==> src/rtl/uart_pkg.sv <==
// uart_pkg: shared UART line levels, transmit FSM states and xmodem control bytes.
package uart_pkg;

   typedef enum logic [2:0] {
      IDLE,
      START,
      DATA,
      PARITY,
      STOP
   } uart_state_t;

   localparam logic LINE_IDLE = 1'b1;
   localparam logic START_LVL = 1'b0;

   localparam logic [7:0] SOH     = 8'h01;
   localparam logic [7:0] EOT     = 8'h04;
   localparam logic [7:0] ACK     = 8'h06;
   localparam logic [7:0] NAK     = 8'h15;
   localparam logic [7:0] ASCII_C = 8'h43;

endpackage

==> src/rtl/uart_baud_tick.sv <==
// uart_baud_tick: CLKS_PER_BIT divider with synchronous clear; bit_end marks the
// last cycle of each bit period.
module uart_baud_tick #(
   parameter int unsigned CLKS_PER_BIT = 4
) (
   input  logic clk,
   input  logic rst,
   input  logic clr,
   output logic bit_end
);

   localparam int unsigned CNT_W = $clog2(CLKS_PER_BIT);
   localparam logic [CNT_W-1:0] LAST = CNT_W'(CLKS_PER_BIT - 1);

   logic [CNT_W-1:0] cnt;

   assign bit_end = (cnt == LAST);

   always_ff @(posedge clk or posedge rst) begin
      if (rst) begin
         cnt <= '0;
      end else if (clr || bit_end) begin
         cnt <= '0;
      end else begin
         cnt <= cnt + CNT_W'(1);
      end
   end

endmodule

==> src/rtl/uart_tx_frame.sv <==
// uart_tx_frame: double-buffered parametrised UART transmitter.
// Optional parity bit is compiled in with `define UART_TX_PARITY_EN.
module uart_tx_frame
   import uart_pkg::*;
#(
   parameter int unsigned CLKS_PER_BIT = 4,
   parameter int unsigned DATA_BITS    = 8,
   parameter int unsigned STOP_BITS    = 1,
   parameter int unsigned MSB_FIRST    = 0,
   parameter int unsigned PARITY_ODD   = 0
) (
   input  logic                 clk,
   input  logic                 rst,
   input  logic [DATA_BITS-1:0] data,
   input  logic                 valid,
   output logic                 ready,
   output logic                 tx,
   output logic                 busy,
   output logic                 frame_done
);

   if (CLKS_PER_BIT < 2 || CLKS_PER_BIT > 65535 || DATA_BITS < 5 || DATA_BITS > 9 ||
       (STOP_BITS != 1 && STOP_BITS != 2) || MSB_FIRST > 1 || PARITY_ODD > 1) begin : g_bad_cfg
      $error("uart_tx_frame: illegal parameter set");
   end

   localparam int unsigned IDX_W = $clog2(DATA_BITS);
   localparam logic [IDX_W-1:0] FIRST_IDX = (MSB_FIRST != 0) ? IDX_W'(DATA_BITS - 1) : '0;
   localparam logic [IDX_W-1:0] LAST_IDX  = (MSB_FIRST != 0) ? '0 : IDX_W'(DATA_BITS - 1);
   localparam logic             STOP_LAST = 1'(STOP_BITS - 1);

   uart_state_t          state_q, state_d;
   logic [IDX_W-1:0]     idx_q, idx_d;
   logic                 stop_q, stop_d;
   logic [DATA_BITS-1:0] hold_q, shift_q;
   logic                 hold_full;
   logic                 load, done_d, line_d;
   logic                 baud_clr, bit_end;
`ifdef UART_TX_PARITY_EN
   logic                 par_q;
`endif

   assign ready    = ~hold_full;
   assign baud_clr = (state_q == IDLE);

   uart_baud_tick #(.CLKS_PER_BIT(CLKS_PER_BIT)) u_baud (
      .clk     (clk),
      .rst     (rst),
      .clr     (baud_clr),
      .bit_end (bit_end)
   );

   // line_d reflects the current state; tx registers it, so tx trails state by one cycle
   always_comb begin
      state_d = state_q;
      idx_d   = idx_q;
      stop_d  = stop_q;
      load    = 1'b0;
      done_d  = 1'b0;
      line_d  = LINE_IDLE;
      case (state_q)
         IDLE: begin
            if (hold_full) begin
               load    = 1'b1;
               state_d = START;
            end
         end
         START: begin
            line_d = START_LVL;
            if (bit_end) begin
               state_d = DATA;
               idx_d   = FIRST_IDX;
            end
         end
         DATA: begin
            line_d = shift_q[idx_q];
            if (bit_end) begin
               if (idx_q == LAST_IDX) begin
                  stop_d = 1'b0;
`ifdef UART_TX_PARITY_EN
                  state_d = PARITY;
`else
                  state_d = STOP;
`endif
               end else if (MSB_FIRST != 0) begin
                  idx_d = idx_q - IDX_W'(1);
               end else begin
                  idx_d = idx_q + IDX_W'(1);
               end
            end
         end
`ifdef UART_TX_PARITY_EN
         PARITY: begin
            line_d = par_q;
            if (bit_end) begin
               state_d = STOP;
            end
         end
`endif
         STOP: begin
            line_d = LINE_IDLE;
            if (bit_end) begin
               if (stop_q == STOP_LAST) begin
                  done_d = 1'b1;
                  if (hold_full) begin
                     load    = 1'b1;
                     state_d = START;
                  end else begin
                     state_d = IDLE;
                  end
               end else begin
                  stop_d = 1'b1;
               end
            end
         end
         default: state_d = IDLE;
      endcase
   end

   always_ff @(posedge clk or posedge rst) begin
      if (rst) begin
         state_q    <= IDLE;
         idx_q      <= '0;
         stop_q     <= 1'b0;
         hold_q     <= '0;
         hold_full  <= 1'b0;
         shift_q    <= '0;
         tx         <= LINE_IDLE;
         busy       <= 1'b0;
         frame_done <= 1'b0;
`ifdef UART_TX_PARITY_EN
         par_q      <= 1'b0;
`endif
      end else begin
         state_q    <= state_d;
         idx_q      <= idx_d;
         stop_q     <= stop_d;
         tx         <= line_d;
         busy       <= (state_q != IDLE);
         frame_done <= done_d;
         // drain requires hold_full, accept requires !hold_full: never the same edge
         if (load) begin
            shift_q   <= hold_q;
            hold_full <= 1'b0;
`ifdef UART_TX_PARITY_EN
            par_q     <= (^hold_q) ^ (PARITY_ODD != 0);
`endif
         end else if (valid && !hold_full) begin
            hold_q    <= data;
            hold_full <= 1'b1;
         end
      end
   end

endmodule

==> config.mk <==
export PLATFORM = sky130hd
export DESIGN_NAME = uart_tx_frame
export DESIGN_NICKNAME = d
export VERILOG_FILES = /design/src/rtl/uart_pkg.sv /design/src/rtl/uart_baud_tick.sv /design/src/rtl/uart_tx_frame.sv
export SDC_FILE = /design/constraint.sdc
export NUM_CORES = 1
export LEC_CHECK = 0
export CAP_MARGIN = 20
export CORE_UTILIZATION = 48
export DETAILED_ROUTE_END_ITERATION = 8
export GPL_ROUTABILITY_DRIVEN = 1
export PLACE_DENSITY = 0.76
export SYNTH_ARGS = -nofsm -noshare
export SYNTH_HDL_FRONTEND = slang
export SYNTH_HIERARCHICAL = 1
export SYNTH_SLANG_ARGS = --single-unit
==> constraint.sdc <==
create_clock -name clk -period 1.5 [get_ports clk]
set_input_delay 0.45 -clock clk [delete_from_list [all_inputs] [get_ports clk]]
set_output_delay 0.45 -clock clk [all_outputs]
set_load 0.1 [all_outputs]
==> results.yml <==
drt:
  drtAntennaViolNets: 0
  vias: 802
  drcViolationCount: 0
  dr.pass1.iters: 4
  wl_mm: 2.128
  vias_per_cell: 5.419
  first_iter_violations: 12
  wl_per_cell_um: 14.38
finish:
  final_util: 0.6293
  diodes: 0
  area_growth_syn_to_layout_pct: 23.73
  drive_gt1_frac: 0.3475
  nNetsFinal: 133
global_route:
  antenna_found_initial: 0
  grt_pass1_vias: 779
  grt_use_total: 0.1886
  grt_pass1_wl_mm: 3.663
  grt-ovfl-total: 0
  grt_max_degree: 19
cts:
  cts_root_buffer: "clkbuf_4"
  h-tree-depth: 1
  path_clk_slew_ns: 0.15
  clk_latency_ns: 0.33
  cts_hold_buf: 0
  clock_path_buffers: 2
  cts_tree: "done"
  clock_sinks: 28
  cts_buffers: 3
synthesis:
  synth_area_mm2: 0.001260
  syn-instance-count: 97
  synth-seq-area-share: 0.5571
  avgSynthCellArea_um2: 12.99
  synth_cell_type_count: 32
  syn-num-nets: 111
  ys_ff_latch: 28
  synth.yosys.warnings: 6
sta:
  tns_ns: -0.002897
  final_hold_viol_count: 0
  slew_viol_final: 0
  timing.final.crit_period_ns: 1.503
  rsz0062_at_grt: "yes"
  setup_violations: 1
  slew_headroom: 0.6993
  worstMarginPinSlew_ns: 0.4475
  fmax_mhz: 665.4
  fin_skew_ns: 0.01362
  setup_ws_ns: -0.002897
  finalCritPeriodShare: 1.002
power_and_ir_drop:
  cellPowerDensity_mw_per_mm2: 1929
  leakage_nw: 0.6935
  power_frac_seq: 0.435
  combPwrFrac: 0.461
  switching_share: 0.3734
  p_int_w: 0.001885
  clockPowerShare: 0.104
  ir_drop_v: 0.001556
  p_sw_w: 0.001123
setup_path:
  crit_family: "flip-flops"
  cp.required_ns: 1.05
  path_cells: "buf_12"
  crit_path_start: "tx$_DFF_PP1_"
  reg2regPathDepth: 4
  critPathCaptureType: "output pin"
  worst-path-max-fanout: 1
  reg2reg_from: "u_baud/cnt[0]$_DFF_PP0_"
  r2r-end: "shift_q[3]$_DFFE_PP0P_"
  arrival_ns: 1.05
  path_class: "flop to output pin"
  critPathSlowestCell: "dfstp_2"
  worst-path-buf-inv: 1
  crit_path_start_kind: "flop"
  slowest_delay_ns: 0.57
  r2r_slack_ns: 0.07
flow_run:
  cap_violations: 0
placement:
  gp_congestion: 0.7561
  io_buffers: 14
  dp_hpwl_mm: 1.557
outcome:
  status: "finished with violations"
  violations: "setup timing"
floorplan:
  core-area_mm2: 0.002477
  die-area_mm2: 0.002834
  die_h_um: 53.24
  die_w_um: 53.24
  ioPinCount: 15
  fp-row-count: 18
  start_util: 0.5086
hold_path:
  holdCritPathClass: "primary input to asynchronous set/reset pin"
==> cells by family after synthesis <==
group,count (synthesis),synth area share
muxes,20,0.1887
buffers and inverters,12,0.04072
and+or+nand+nor,22,0.1172
adders and majority gates,3,0.02979
DFF,28,0.5571
AOI/OAI and AO/OA,12,0.06654
==> per-layer routing <==
| layer | share of wire | global-route usage |
|---|---|---|
| met1 | 0.47 | 0.2430 |
| met2 | 0.49 | 0.2896 |
| met3 | 0.023 | 0.03736 |
| met4 | 0.024 | 0.1140 |
| met5 | 0 | 0 |
==> power groups by stage <==
stage	Combinational, W	Sequential, W	Clock [W]
floorplan	0.000865	0.00141	0
global placement	0.00131	0.00132	0
detailed placement	0.00135	0.00133	0
CTS	0.00139	0.00130	0.000322
global route	0.00149	0.00135	0.000350
finish	0.00139	0.00131	0.000313
==> cells in the mapped netlist <==
library cell   n  area, µm²
nor3b_1        3      22.52
nor3_1         1      5.000
nor2b_1        3      18.77
mux2i_1        2      20.02
dfstp_2        1      26.28
nand2_1        3      11.26
and3_1         1      6.260
ha_1           3      37.54
buf_2          5      25.02
o21a_1         1      7.510
o21ai_0        2      10.01
and2b_2        1      8.760
nand2b_1       2      12.51
mux2_1         2      22.52
nor3_2         1      10.01
mux2_2        15      168.9
a31oi_1        1      6.260
o31ai_1        1      7.510
nor2_1         3      11.26
nand3_2        1      10.01
inv_1          7      26.28
o32ai_1        1      8.760
o41ai_1        1      8.760
o21ai_1        1      5.000
nor2_2         1      6.260
a2111oi_0      1      8.760
dfrtp_1       27      675.7
a22oi_1        1      7.510
mux4_1         1      26.28
nor3b_2        2      25.02
a21oi_1        1      5.000
a22o_1         1      8.760
==> how the worst max path moves through the flow <==
stage                     slack [ns]                endpoint  cells past startpoint
after floorplan                0.009  shift_q[0]$_DFFE_PP0P_                      5
after global placement         -0.19   hold_q[7]$_DFFE_PP0P_                      4
after detailed placement       -0.21   hold_q[7]$_DFFE_PP0P_                      4
after CTS                      -0.02                      tx                      1
after global routing           -0.04                      tx                      1
final                         -0.003                      tx                      1
==> worst reg2reg max path, stage by stage, from the launching register on <==
cell and delay [ns]:
dfrtp_1 0.44, ha_2 0.19, nand2b_1 0.17, nand3_4 0.15, mux2_2 0.36
==> layout by cell type, fill, tap and decap left out, types with 3 or more instances in the layout <==
cell             Yosys  final
clkbuf_4             0      3
buf_4                0      8
nor2b_1              3      3
dfrtp_1             27     27
clkdlybuf4s50_1      0     10
inv_1                7      6
buf_12               0      4
nor3b_2              2      3
nor2_1               3      3
nand2_1              3      3
mux2_2              15     15
==> registers in the layout (all words and copies together) (netlist names) <==
name / count
idx_q: 3
u_baud/cnt: 2
frame_done: 1
busy: 1
shift_q: 8
state_q: 3
hold_full: 1
hold_q: 8
tx: 1
==> layout make-up <==
class,instances,area [µm²]
Sequential cell,28,701.9
Fill cell,206,918.4
Tap cell,30,37.54
Clock buffer,4,26.28
Timing Repair Buffer,22,240.2
Multi-Input combinational cell,57,526.8
Inverter,7,26.28
==> stage by stage <==
| step | setup slack, ns | area [µm²] | std cells | power, W | hold WS (ns) |
|---|---|---|---|---|---|
| final | -0.002897 | 1559 | 148 | 0.003008 | 0.2765 |
| after global routing | -0.04178 | 1559 | 148 | 0.003196 | 0.2887 |
| after detailed placement | -0.2086 | 1508 | 142 | 0.002683 | 0.4790 |
| after global placement | -0.1946 | 1508 | 142 | 0.002622 | 0.4465 |
| after CTS | -0.01588 | 1541 | 147 | 0.003011 | 0.2710 |
| after floorplan | 0.008758 | 1270 | 97 | 0.002279 | 0.1912 |
==> timing repair <==
action,CTS,global route
gates resized for setup,0,4
pin swaps,0,1
setup buffers,1,1
endpoints found under the setup margin,2,11
No activity file was read; power rests on OpenSTA's default activity.
